### src/rtl/id_ex_stage.sv
// ID/EX pipeline register with operand forwarding, load-use interlock and bubble counter.
// Operands resolve EX > MEM > WB > register file; x0 always reads zero.
module id_ex_stage (
  input  logic        clk,
  input  logic        rst,
  input  logic        id_valid,
  input  logic [31:0] id_pc,
  input  logic [31:0] id_imm,
  input  logic [4:0]  id_rs1_addr,
  input  logic [4:0]  id_rs2_addr,
  input  logic [4:0]  id_rd,
  input  logic        id_uses_rs1,
  input  logic        id_uses_rs2,
  input  logic        id_reg_write,
  input  logic        id_mem_read,
  input  logic [3:0]  id_alu_op,
  input  logic [31:0] rf_rs1_data,
  input  logic [31:0] rf_rs2_data,
  input  logic [31:0] ex_alu_result,
  input  logic        mem_valid,
  input  logic        mem_reg_write,
  input  logic [4:0]  mem_rd,
  input  logic [31:0] mem_result,
  input  logic        wb_en,
  input  logic [4:0]  wb_rd,
  input  logic [31:0] wb_data,
  input  logic        flush,
  input  logic        ex_hold,
  output logic        ex_valid,
  output logic        ex_reg_write,
  output logic        ex_mem_read,
  output logic [4:0]  ex_rd,
  output logic [3:0]  ex_alu_op,
  output logic [31:0] ex_pc,
  output logic [31:0] ex_imm,
  output logic [31:0] ex_rs1_data,
  output logic [31:0] ex_rs2_data,
  output logic        id_stall,
  output logic [31:0] bubble_count
);
  localparam int NUM_SRC = 2;

  logic [NUM_SRC-1:0][4:0]  src_addr;
  logic [NUM_SRC-1:0][31:0] src_rf;
  logic [NUM_SRC-1:0][31:0] src_op;
  logic                     load_use;

  assign src_addr = {id_rs2_addr, id_rs1_addr};
  assign src_rf   = {rf_rs2_data, rf_rs1_data};

  for (genvar s = 0; s < NUM_SRC; s++) begin : g_src
    logic ex_hit, mem_hit, wb_hit;
    // A load in EX has no result yet; its consumers are caught by the interlock.
    assign ex_hit  = ex_valid & ex_reg_write & ~ex_mem_read & (ex_rd != 5'd0) & (ex_rd == src_addr[s]);
    assign mem_hit = mem_valid & mem_reg_write & (mem_rd != 5'd0) & (mem_rd == src_addr[s]);
    assign wb_hit  = wb_en & (wb_rd != 5'd0) & (wb_rd == src_addr[s]);

    always_comb begin
      src_op[s] = src_rf[s];
      if (src_addr[s] == 5'd0) src_op[s] = '0;
      else if (ex_hit)         src_op[s] = ex_alu_result;
      else if (mem_hit)        src_op[s] = mem_result;
      else if (wb_hit)         src_op[s] = wb_data;
    end
  end

  assign load_use = id_valid & ex_valid & ex_mem_read & (ex_rd != 5'd0) &
                    ((id_uses_rs1 & (id_rs1_addr == ex_rd)) |
                     (id_uses_rs2 & (id_rs2_addr == ex_rd)));

  assign id_stall = ~flush & (ex_hold | load_use);

  always_ff @(posedge clk) begin
    if (rst) begin
      ex_valid     <= 1'b0;
      ex_reg_write <= 1'b0;
      ex_mem_read  <= 1'b0;
      ex_rd        <= '0;
      ex_alu_op    <= '0;
      ex_pc        <= '0;
      ex_imm       <= '0;
      ex_rs1_data  <= '0;
      ex_rs2_data  <= '0;
      bubble_count <= '0;
    end else if (flush) begin
      ex_valid     <= 1'b0;
      ex_reg_write <= 1'b0;
      ex_mem_read  <= 1'b0;
    end else if (ex_hold) begin
      // every EX register keeps its value
    end else if (load_use) begin
      ex_valid     <= 1'b0;
      ex_reg_write <= 1'b0;
      ex_mem_read  <= 1'b0;
      if (bubble_count != 32'hFFFF_FFFF) bubble_count <= bubble_count + 32'd1;
    end else begin
      ex_valid     <= id_valid;
      ex_reg_write <= id_valid & id_reg_write;
      ex_mem_read  <= id_valid & id_mem_read;
      ex_rd        <= id_rd;
      ex_alu_op    <= id_alu_op;
      ex_pc        <= id_pc;
      ex_imm       <= id_imm;
      ex_rs1_data  <= src_op[0];
      ex_rs2_data  <= src_op[1];
    end
  end
endmodule

### config.mk
export PLATFORM = sky130hd
export DESIGN_NAME = id_ex_stage
export DESIGN_NICKNAME = d
export VERILOG_FILES = /design/src/rtl/id_ex_stage.sv
export SDC_FILE = /design/constraint.sdc
export NUM_CORES = 1
export LEC_CHECK = 0
export ABC_AREA = 0
export CELL_PAD_IN_SITES_DETAIL_PLACEMENT = 1
export CELL_PAD_IN_SITES_GLOBAL_PLACEMENT = 2
export CORE_MARGIN = 5
export CORE_UTILIZATION = 27
export CTS_BUF_LIST = sky130_fd_sc_hd__clkbuf_8
export DETAILED_ROUTE_END_ITERATION = 6
export GPL_TIMING_DRIVEN = 0
export PLACE_DENSITY_LB_ADDON = 0.1
export SYNTH_ARGS = -nofsm -noshare
export SYNTH_HDL_FRONTEND = slang
export SYNTH_SLANG_ARGS = --single-unit
### constraint.sdc
create_clock -name clk -period 3.6 [get_ports clk]
set_input_delay 0.54 -clock clk [delete_from_list [all_inputs] [get_ports clk]]
set_output_delay 0.54 -clock clk [all_outputs]
set_load 0.02 [all_outputs]
==> summary.md <==
| Metric | Value |
|---|---|
| Worst skew pair latency | 0.50 ns |
| Root Buffer | clkbuf_8 |
| Clock sink count | 172 |
| Total GRT Usage | 0.2332 |
| Worst-case clock skew | 0.01698 ns |
| Primary FF master, synth | dfxtp_1 |
| Critical Path RT | 3.06 ns |
| Port Buffers | 437 |
| Slew @ Worst Pin | 1.260 ns |
| Crit path DAT | 2.87 ns |
| Syn_area_per_cell | 9.302 um^2 |
| Clock Tree Buf Depth | 2 |
| Synth-to-layout area growth | 54.54% |
| Max-cap violations | 0 |
| Fraction of registers with async set/reset | 0 |
| Top post-synthesis cells by area | dfxtp_1, nand4b_1, a221o_1 |
| TritonCTS clock tree | done |
| Starting Density | 0.2721 |
| Slowest cell on crit path | clkdlybuf4s50_1 |
| Cts hold-fix bufs | 0 |
| Slew Viols, Final | 0 |
| Largest net degree at the start of global routing | 17 |
| P_int | 0.003239 W |
| CTS Buf Count | 17 |
| Fraction of power consumed by sequential logic | 0.442 |
| Die Ht | 201.6 um |
| # rows | 70 |
| Post-synth EDFFs | 0 |
| Post-synthesis register bit count | 172 |
| Synth top cells by count | dfxtp_1, nand2b_1, nand4b_1 |
| Max transition margin | 0.1528 |
| Final non-filler cell total | 2,018 |
| Vias in the first global route | 11,260 |
| Slowest stage delay, CP | 0.55 ns |
| Comb power frac | 0.232 |
| Clock transition at path regs | 0.09 ns |
| Most frequent cell after synthesis | dfxtp_1 |
| Power Total | 0.004594 W |
| Status | completed |
| Via/cell ratio | 5.315 |
| Ports | 438 |
| Clock period minus worst slack | 3.412 ns |
| Htree depth | 4 |
| RSZ-0062 raised after global routing | no |
| GPL Wtd Cong | 0.8743 |
| Pre-antenna DRT Iters | 5 |
| Global-route wire length before repair | 73.08 mm |
| WP buf/inv | 4 |
| Pre-CTS setup slack | -0.1596 ns |
| CP Max Fanout | 10 |
| Net count after synthesis | 1,332 |
| Fin. Hold Viols | 0 |
| Min Hold Slack | 0.4672 ns |
| Clock share of power | 0.326 |
| Worst Setup Path Type | input port to output port |
| CP cell instances | clkdlybuf4s50_1 > xor2_1 > nor3_2 > and3_1 > o21bai_1 > buf_4 > buf_2 > a21oi_1 > clkdlybuf4s15_1 |
| Number of routed nets with antenna violations | 0 |
| Final worst setup slack | 0.1883 ns |
| Finished Core Util | 0.4206 |
| Initial antenna violation count | 21 |
| Residual DRC | 0 |
| Post-Syn Instances | 1,066 |
| Total grt overflow | 0 |
| Die W | 201.6 um |
| Switching Power | 0.001355 W |
| Sequential area share after synthesis | 0.3473 |
| Top delay family on crit path | buffers and inverters |
| Highest Clock Rate | 293.1 MHz |
| Post-synthesis cell area | 9916 um^2 |
| Worst setup SP type | input port |
| Leakage | 5.364 nW |
| Core area | 36,430 um^2 |
| Vias | 10,730 |
| Distinct cells, synth | 57 |
| Cell area power density | 299.8 nW/um^2 |
| Drt first-iter violations | 550 |
| Drt total wl | 49.72 mm |
| HPWL Detailed | 38.63 mm |
| Die area | 40,660 um^2 |
| Yosys warns | 0 |
| Area share of the largest cell type after synthesis | 0.3473 |
| CP endpoint kind | output port |
| Worst VDD drop | 0.2167 mV |
| Fin crit share | 0.9477 |
| Hold Crit Class | register to register |
| Final setup vio count | 0 |
| Fraction of layout cells with a size suffix above 1 | 0.1192 |
| Sw frac | 0.2949 |
| Placed cell count | 1,971 |
| Cell taking the most area after synthesis | dfxtp_1 |
| WL per Instance | 24.64 um |
| Nets@finish | 1,788 |
==> state kept, by name, indices dropped and copies added, names as in the netlist <==
name,count
bubble_count,32
ex_imm,32
ex_pc,32
ex_rs1_data,32
ex_rs2_data,32
ex_rd,5
ex_alu_op,4
ex_mem_read,1
ex_reg_write,1
ex_valid,1
==> worst paths after layout <==
| path | startpoint | to | slack (ns) | depth (start not counted) |
|---|---|---|---|---|
| worst min-delay path | ex_rs1_data[19]$_SDFFE_PP0P_ | ex_rs1_data[19]$_SDFFE_PP0P_ | 0.47 | 1 |
| worst max register to register | ex_rd[4]$_SDFFE_PP0P_ | ex_rs2_data[7]$_SDFFE_PP0P_ | 0.62 | 7 |
| worst max-delay path | id_rs1_addr[4] | id_stall | 0.19 | 9 |
| worst min register to register | ex_rs1_data[19]$_SDFFE_PP0P_ | ex_rs1_data[19]$_SDFFE_PP0P_ | 0.47 | 1 |
==> metrics by stage <==
step	setup TNS [ns]	area, um^2
floorplan	0	9916
global placement	-0.4396	14880
detailed placement	-0.6490	14880
CTS	0	15280
global route	0	15320
finish	0	15320
==> cell usage in the layout (no fill, tap or decap), types with 5 or more instances in the layout <==
| cell | instances |
|---|---|
| clkdlybuf4s50_1 | 436 |
| dfxtp_1 | 172 |
| nand2b_1 | 76 |
| nand4b_1 | 74 |
| o21ai_2 | 72 |
| a22oi_1 | 65 |
| a221o_1 | 64 |
| o2bb2ai_1 | 64 |
| a21oi_1 | 58 |
| clkbuf_1 | 53 |
| inv_1 | 35 |
| buf_2 | 33 |
| and2_1 | 33 |
| a21boi_0 | 26 |
| nor2_1 | 20 |
| clkbuf_8 | 20 |
| nand2_1 | 17 |
| nand3_1 | 16 |
| or4_1 | 16 |
| diode_2 | 15 |
| xnor2_1 | 15 |
| xor2_1 | 15 |
| o31ai_1 | 14 |
| nor2b_1 | 11 |
| o21ai_0 | 10 |
| buf_4 | 10 |
| nor3_1 | 10 |
| buf_12 | 8 |
| nand4_1 | 8 |
| a21boi_1 | 6 |
| or3_1 | 6 |
| mux2_2 | 6 |
| nor4_1 | 5 |
==> power groups by stage <==
stage                     clock [W]  combinational [W]  sequential, W
after detailed placement          0            0.00107        0.00207
after global routing        0.00162            0.00113        0.00204
after CTS                   0.00156            0.00108        0.00203
after floorplan                   0           0.000368        0.00216
final                       0.00150            0.00107        0.00203
after global placement            0            0.00107        0.00207
==> per-layer routing <==
| metal | GRT usage | wire length, um | up-vias |
|---|---|---|---|
| li1 | - | - | 5019 |
| met1 | 0.2819 | 20750 | 5273 |
| met2 | 0.3841 | 23760 | 367 |
| met3 | 0.08316 | 4081 | 52 |
| met4 | 0.08252 | 1020 | 14 |
| met5 | 0 | 103 | - |
==> worst reg2reg max path: cells and delay by family (launching register included) <==
family                 cells  cell delay [ns]
buffers and inverters      1             0.54
and+or+nand+nor            2             1.30
AOI/OAI and AO/OA          4             0.50
DFF                        1             0.52
==> cell families after synthesis <==
| kind of cell | share of synthesized area |
|---|---|
| AND/OR/NAND/NOR | 0.2235 |
| XOR/XNOR | 0.02650 |
| buffers and inverters | 0.07748 |
| adder cells (fa/ha/maj) | 0.001262 |
| flip-flops | 0.3473 |
| AO/OA/AOI/OAI | 0.3150 |
| multiplexers | 0.009085 |
==> layout make-up <==
class / count / area, um^2
timing repair buffer: 437 / 4374
tap: 468 / 585.6
clock inverter: 12 / 135.1
fill: 4210 / 21110
inverter: 35 / 131.4
sequential: 172 / 3443
multi-input combinational: 751 / 5704
antenna: 15 / 37.54
clock buffer: 20 / 275.3
buffer: 108 / 636.9
==> repair_timing <==
action	4_1_cts	5_1_grt
gates resized for setup	1	1
setup endpoints to repair	1	1
hold endpoints to repair	0	0
buffers inserted	0	0
No activity file was read; power rests on OpenSTA's default activity.
